## src/rtl/aes_de_block_loader_pkg.sv

```systemverilog
// Shared definitions for the AES decryption block loader.
// Holds the FSM state encoding, block geometry and the default timing
// parameters used by aes_de_block_loader and aes_byte_shifter.
package aes_de_block_loader_pkg;

  localparam int BLOCK_W       = 128;
  localparam int BYTES_PER_BLK = 16;
  // Only the 15 most recent bytes need storing; the 16th arrives on the
  // load edge and is concatenated directly into the output block.
  localparam int SHIFT_W       = BLOCK_W - 8;

  localparam int DE_HOLD_DEF   = 2;
  localparam int TIMEOUT_DEF   = 1000;

  typedef enum logic {
    ST_COLLECT = 1'b0,
    ST_RUN     = 1'b1
  } state_e;

endpackage

```

## src/rtl/aes_byte_shifter.sv

```systemverilog
// Byte-to-block assembler for the AES decryption block loader.
// Shifts accepted bytes into a 120-bit history, counts bytes in the partial
// block and, on the load strobe, publishes the completed 128-bit block.
// Ports:
//   clk, rst     - clock, synchronous active-high reset
//   shift_en_i   - accept byte_i this cycle
//   load_i       - byte_i completes the block (only honoured with shift_en_i)
//   clr_i        - discard the partial block
//   byte_i       - incoming ciphertext byte
//   block_o      - last completed block (first byte at [127:120])
//   cnt_o        - bytes held in the partial block (0..15)
module aes_byte_shifter
  import aes_de_block_loader_pkg::*;
(
  input  logic               clk,
  input  logic               rst,
  input  logic               shift_en_i,
  input  logic               load_i,
  input  logic               clr_i,
  input  logic [7:0]         byte_i,
  output logic [BLOCK_W-1:0] block_o,
  output logic [4:0]         cnt_o
);

  logic [SHIFT_W-1:0] shift_q, shift_d;
  logic [BLOCK_W-1:0] block_q, block_d;
  logic [4:0]         cnt_q, cnt_d;

  always_comb begin
    shift_d = shift_q;
    block_d = block_q;
    cnt_d   = cnt_q;
    if (clr_i) begin
      shift_d = '0;
      cnt_d   = '0;
    end else if (shift_en_i) begin
      shift_d = {shift_q[SHIFT_W-9:0], byte_i};
      if (load_i) begin
        block_d = {shift_q, byte_i};
        cnt_d   = '0;
      end else if (cnt_q != 5'(BYTES_PER_BLK - 1)) begin
        // Holds at 15; only a block load returns it to zero.
        cnt_d = cnt_q + 5'd1;
      end
    end
  end

  always_ff @(posedge clk) begin
    if (rst) begin
      shift_q <= '0;
      block_q <= '0;
      cnt_q   <= '0;
    end else begin
      shift_q <= shift_d;
      block_q <= block_d;
      cnt_q   <= cnt_d;
    end
  end

  assign block_o = block_q;
  assign cnt_o   = cnt_q;

endmodule

```

## src/rtl/aes_de_block_loader.sv

```systemverilog
// Upstream feeder for the AES decryption core.
// Assembles 16 bytes into a ciphertext block, then holds it stable while
// de_start is high for DE_HOLD cycles; pt_sample marks the last of those
// cycles, when the core's plaintext is valid. A partial block left idle for
// TIMEOUT cycles is discarded and flagged.
// Ports:
//   clk, rst     - clock, synchronous active-high reset
//   in_byte      - ciphertext byte, qualified by in_valid
//   in_valid     - upstream has a byte
//   in_ready     - loader takes the byte this cycle (COLLECT only)
//   ciphertext   - block to the core, stable while de_start=1
//   de_start     - decryption enable to the core
//   pt_sample    - one-cycle pulse, core plaintext valid
//   byte_cnt     - bytes in the current partial block
//   timeout_err  - one-cycle pulse, partial block discarded
module aes_de_block_loader
  import aes_de_block_loader_pkg::*;
#(
  parameter int DE_HOLD = DE_HOLD_DEF,
  parameter int TIMEOUT = TIMEOUT_DEF,
  parameter int CNT_W   = 16
) (
  input  logic               clk,
  input  logic               rst,
  input  logic [7:0]         in_byte,
  input  logic               in_valid,
  output logic               in_ready,
  output logic [BLOCK_W-1:0] ciphertext,
  output logic               de_start,
  output logic               pt_sample,
  output logic [4:0]         byte_cnt,
  output logic               timeout_err
);

  localparam int                 RUN_W     = (DE_HOLD > 2) ? $clog2(DE_HOLD) : 1;
  localparam logic [RUN_W-1:0]   RUN_LAST  = RUN_W'(DE_HOLD - 1);
  localparam int                 TO_LAST_I = (TIMEOUT > 0) ? TIMEOUT - 1 : 0;
  localparam logic [CNT_W-1:0]   TO_LAST   = CNT_W'(TO_LAST_I);
  localparam bit                 TO_EN     = (TIMEOUT != 0);

  state_e            state_q, state_d;
  logic [RUN_W-1:0]  run_q, run_d;
  logic [CNT_W-1:0]  timer_q, timer_d;
  logic              err_q;
  logic              accept, load, expire, run_last;

  assign accept   = in_valid && (state_q == ST_COLLECT);
  assign load     = accept && (byte_cnt == 5'(BYTES_PER_BLK - 1));
  assign run_last = (state_q == ST_RUN) && (run_q == RUN_LAST);

  // An accept on the expiry cycle wins, so expiry requires no accept.
  assign expire = TO_EN && (state_q == ST_COLLECT) && (byte_cnt != 5'd0) &&
                  !accept && (timer_q == TO_LAST);

  aes_byte_shifter u_shifter (
    .clk        (clk),
    .rst        (rst),
    .shift_en_i (accept),
    .load_i     (load),
    .clr_i      (expire),
    .byte_i     (in_byte),
    .block_o    (ciphertext),
    .cnt_o      (byte_cnt)
  );

  always_ff @(posedge clk) begin
    if (rst) state_q <= ST_COLLECT;
    else     state_q <= state_d;
  end

  always_comb begin
    state_d = state_q;
    unique case (state_q)
      ST_COLLECT: if (load)     state_d = ST_RUN;
      ST_RUN:     if (run_last) state_d = ST_COLLECT;
      default:                  state_d = ST_COLLECT;
    endcase
  end

  always_comb begin
    in_ready  = (state_q == ST_COLLECT);
    de_start  = (state_q == ST_RUN);
    pt_sample = run_last;
  end

  always_comb begin
    run_d = '0;
    if (state_q == ST_RUN && !run_last) run_d = run_q + 1'b1;
  end

  always_comb begin
    timer_d = '0;
    if (TO_EN && state_q == ST_COLLECT && byte_cnt != 5'd0 && !accept && !expire)
      timer_d = timer_q + 1'b1;
  end

  always_ff @(posedge clk) begin
    if (rst) begin
      run_q   <= '0;
      timer_q <= '0;
      err_q   <= 1'b0;
    end else begin
      run_q   <= run_d;
      timer_q <= timer_d;
      err_q   <= expire;
    end
  end

  assign timeout_err = err_q;

endmodule

```

## config.mk

```make
export PLATFORM = sky130hd
export DESIGN_NAME = aes_de_block_loader
export DESIGN_NICKNAME = d
export VERILOG_FILES = /design/src/rtl/aes_de_block_loader_pkg.sv /design/src/rtl/aes_byte_shifter.sv /design/src/rtl/aes_de_block_loader.sv
export SDC_FILE = /design/constraint.sdc
export NUM_CORES = 1
export LEC_CHECK = 0
export CAP_MARGIN = 20
export CELL_PAD_IN_SITES_DETAIL_PLACEMENT = 1
export CELL_PAD_IN_SITES_GLOBAL_PLACEMENT = 1
export CORE_ASPECT_RATIO = 0.9
export CORE_MARGIN = 2
export CORE_UTILIZATION = 42
export CTS_CLUSTER_DIAMETER = 200
export DETAILED_ROUTE_END_ITERATION = 7
export PLACE_DENSITY_LB_ADDON = 0.1
export SYNTH_ARGS = -nofsm -noshare
export SYNTH_HDL_FRONTEND = slang
export SYNTH_SLANG_ARGS = --single-unit
export TNS_END_PERCENT = 30
```

## constraint.sdc

```tcl
create_clock -name clk -period 4 [get_ports clk]
set_clock_uncertainty 0.1 [all_clocks]
set_input_delay 0.8 -clock clk [delete_from_list [all_inputs] [get_ports clk]]
set_output_delay 0.8 -clock clk [all_outputs]
set_load 0.005 [all_outputs]
```

==> key figures <==
Min path
  – Worst min path class: reg -> reg

STA
  – FMAX: 353.8 MHz
  – Pins over their slew limit: 0
  – Fin crit period: 2826 ps
  – Setup TNS: 0 ps
  – Fin crit share: 70.65%
  – Worst rel slew slack: 35.80%
  – Final Hold Viols: 0
  – RSZ-0062 raised after global routing: false
  – Worst-Margin Slew: 963.0 ps
  – Final setup violation count: 0

Drt
  – Via Count: 8247
  – ANT nets after route: 0
  – DRT iter0 DRCs: 366
  – Total Wirelength: 25770 µm
  – Initial DRT Pass Iterations: 4
  – Number of remaining DRC errors: 0
  – Routed vias/inst: 5.081
  – WL per Instance: 15.88 µm

Placed design
  – Hpwl dp: 15980 µm
  – RePlAce Congestion: 0.7278
  – Port buffer count: 147
  – Post-Place Cells: 1570

Yosys
  – Share of the synthesized area in the top cell type: 57.55%
  – Xor/xnor share of the synthesized area: 1.296%
  – Number of synthesized flops with an enable pin: 0
  – Compound-Gate Fraction of Synth Area: 13.92%
  – Yosys reg bits: 272
  – Post-Synth Adder-Cell Area: 0.3967%
  – Commonest cells post-synth: nand2_1, dfxtp_1, a21oi_1
  – Synthesized area per cell: 7.904 µm²
  – Post-Synthesis Cell Area: 0.009462 mm²
  – Post-Synth Simple-Gate Area: 23.01%
  – Net Count, Synth: 1211
  – Fraction of registers with async set/reset: 0%
  – Multiplexer share of the synthesized area: 0%
  – Most frequent cell after synthesis: nand2_1
  – Yosys cell types: 28
  – Ys Warns: 0
  – Synth area leader: dfxtp_1
  – Seq/Total Area, Yosys: 57.55%
  – Prevailing post-synth register cell: dfxtp_1
  – Mapped Cells: 1197
  – Largest family of logic cells by synthesized area: simple AND/OR/NAND/NOR gates
  – Top post-synthesis cells by area: dfxtp_1, nand2_1, a21oi_1

Clock tree
  – Clk slew on worst S/H paths: 60 ps
  – Resized cells post-CTS: 0
  – H-tree Lvls: 1
  – Cts bufs inserted: 29
  – Setup repair bufs after CTS: 0
  – CTS sink count: 272
  – Clk_lat worst skew: 540 ps
  – Clock tree from TritonCTS: done
  – Root Driver: clkbuf_16
  – Hold Buf Count CTS: 0
  – Clk buf depth: 3

Flow run
  – Maxcap violations: 0

Floorplan
  – Die area: 0.02375 mm²
  – Num ports: 148
  – Initial core utilization: 42.40%
  – Die Y: 146.4 µm
  – Row count: 52
  – Die W: 162.2 µm
  – CORE AREA: 0.02232 mm²

Pwr
  – Peak VDD IR: 271.7 µV
  – Total power draw: 5385 µW
  – Pleak: 0.003852 µW
  – Power per Cell Area: 446.5 mW/mm²

Critical path
  – CP Capture Type: register
  – Required time worst endpoint: 4310 ps
  – WP data arrival: 3140 ps
  – Worst Path Max Fanout: 40
  – Crit Path Class: reg -> reg
  – Crit start category: register

Final layout
  – ANT cells: 0
  – Area grow syn2layout: 27.48%
  – Final net count: 1318
  – Finished Layout Cells: 1623
  – Fillers: 2695
  – Layout cell share with drive strength beyond 1: 4.600%

GRT
  – Total GRT Usage: 21.61%
  – Gr ovfl total: 0
  – Largest net degree at the start of global routing: 124
  – First-pass GRT wire length: 42440 µm
  – Vias in the first global route: 8475
  – Antenna violations before repair: 0

Run status
  – Status: complete, no violations
==> area by class of cell <==
| cell class | instances | area (µm²) | area share, % |
|---|---|---|---|
| flip-flops and latches | 272 | 5445 | 45.15 |
| multi-input cells | 834 | 3680 | 30.51 |
| repair buffers | 160 | 1642 | 13.61 |
| clock buffers | 47 | 863.3 | 7.158 |
| well taps | 297 | 371.6 | 3.081 |
| clock inverters | 6 | 33.78 | 0.2801 |
| inverters | 7 | 26.28 | 0.2178 |
==> metrics by stage <==
stage          utilization [%]  hold slack, ps  area, µm²  worst slack (ps)
4_1_cts                  54.05           356.3      12060              1133
6_report                 54.05           351.0      12060              1174
2_1_floorplan                -           332.1       9462              1587
3_3_place_gp             50.03           341.8      11160             739.1
5_1_grt                  54.05           373.5      12060              1029
3_5_place_dp             50.03           347.6      11160             695.1
==> worst max-delay path: stages, from the launching register on <==
cell and delay [ps]:
dfxtp_1 360, or4_1 520, or4_1 580, o41ai_4 750, buf_12 300, a21oi_1 70
==> state kept, by name, summed over array words and instances, names as in the netlist <==
name,cells
timeout_err,1
u_shifter.cnt_o,5
run_q,1
de_start,1
u_shifter.block_o,128
u_shifter.shift_q,120
timer_q,16
==> power breakdown <==
| group | internal (µW) | switching [µW] | total, µW |
|---|---|---|---|
| clock | 1470 | 1050 | 2510 |
| sequential | 2720 | 10.1 | 2730 |
| combinational | 35.1 | 105 | 140 |
| total | 4220 | 1160 | 5390 |
==> kinds of logic after synthesis <==
family,after synthesis
simple gates,559
flops,272
compound gates,258
buf+inv,91
xor+xnor,14
fa+ha+maj,3
==> layer usage <==
layer  wire (µm)  up-vias  track usage [%]
met1       11770     3976            28.60
li1            -     4076                -
met2       12540      157            37.36
met5           0        -                0
met3        1044       38            3.438
met4         415        0            4.558
==> layout by cell type (no fill, tap or decap), types with 3 or more instances in the layout <==
cell	n
nand2_1	507
clkbuf_8	7
clkbuf_1	11
clkinv_2	5
buf_4	8
xor2_1	4
or4_1	3
clkdlybuf4s50_1	146
inv_1	7
nor2_1	18
clkbuf_16	29
a21oi_1	253
ha_1	3
dfxtp_1	272
nand3_1	5
nor4_1	3
or3_1	4
nor3_1	5
nand4_1	3
o21ai_0	3
xnor2_1	10
buf_12	6
==> worst paths after layout <==
check | to | slack (ps) | start | cells after the start
max | u_shifter.shift_q[24] | 1170 | timer_q[11] | 5
min | u_shifter.block_o[121] | 350 | u_shifter.shift_q[113] | 2
max reg2reg | u_shifter.shift_q[24] | 1170 | timer_q[11] | 5
min reg2reg | u_shifter.block_o[121] | 350 | u_shifter.shift_q[113] | 2
No activity file was read; power rests on OpenSTA's default activity.
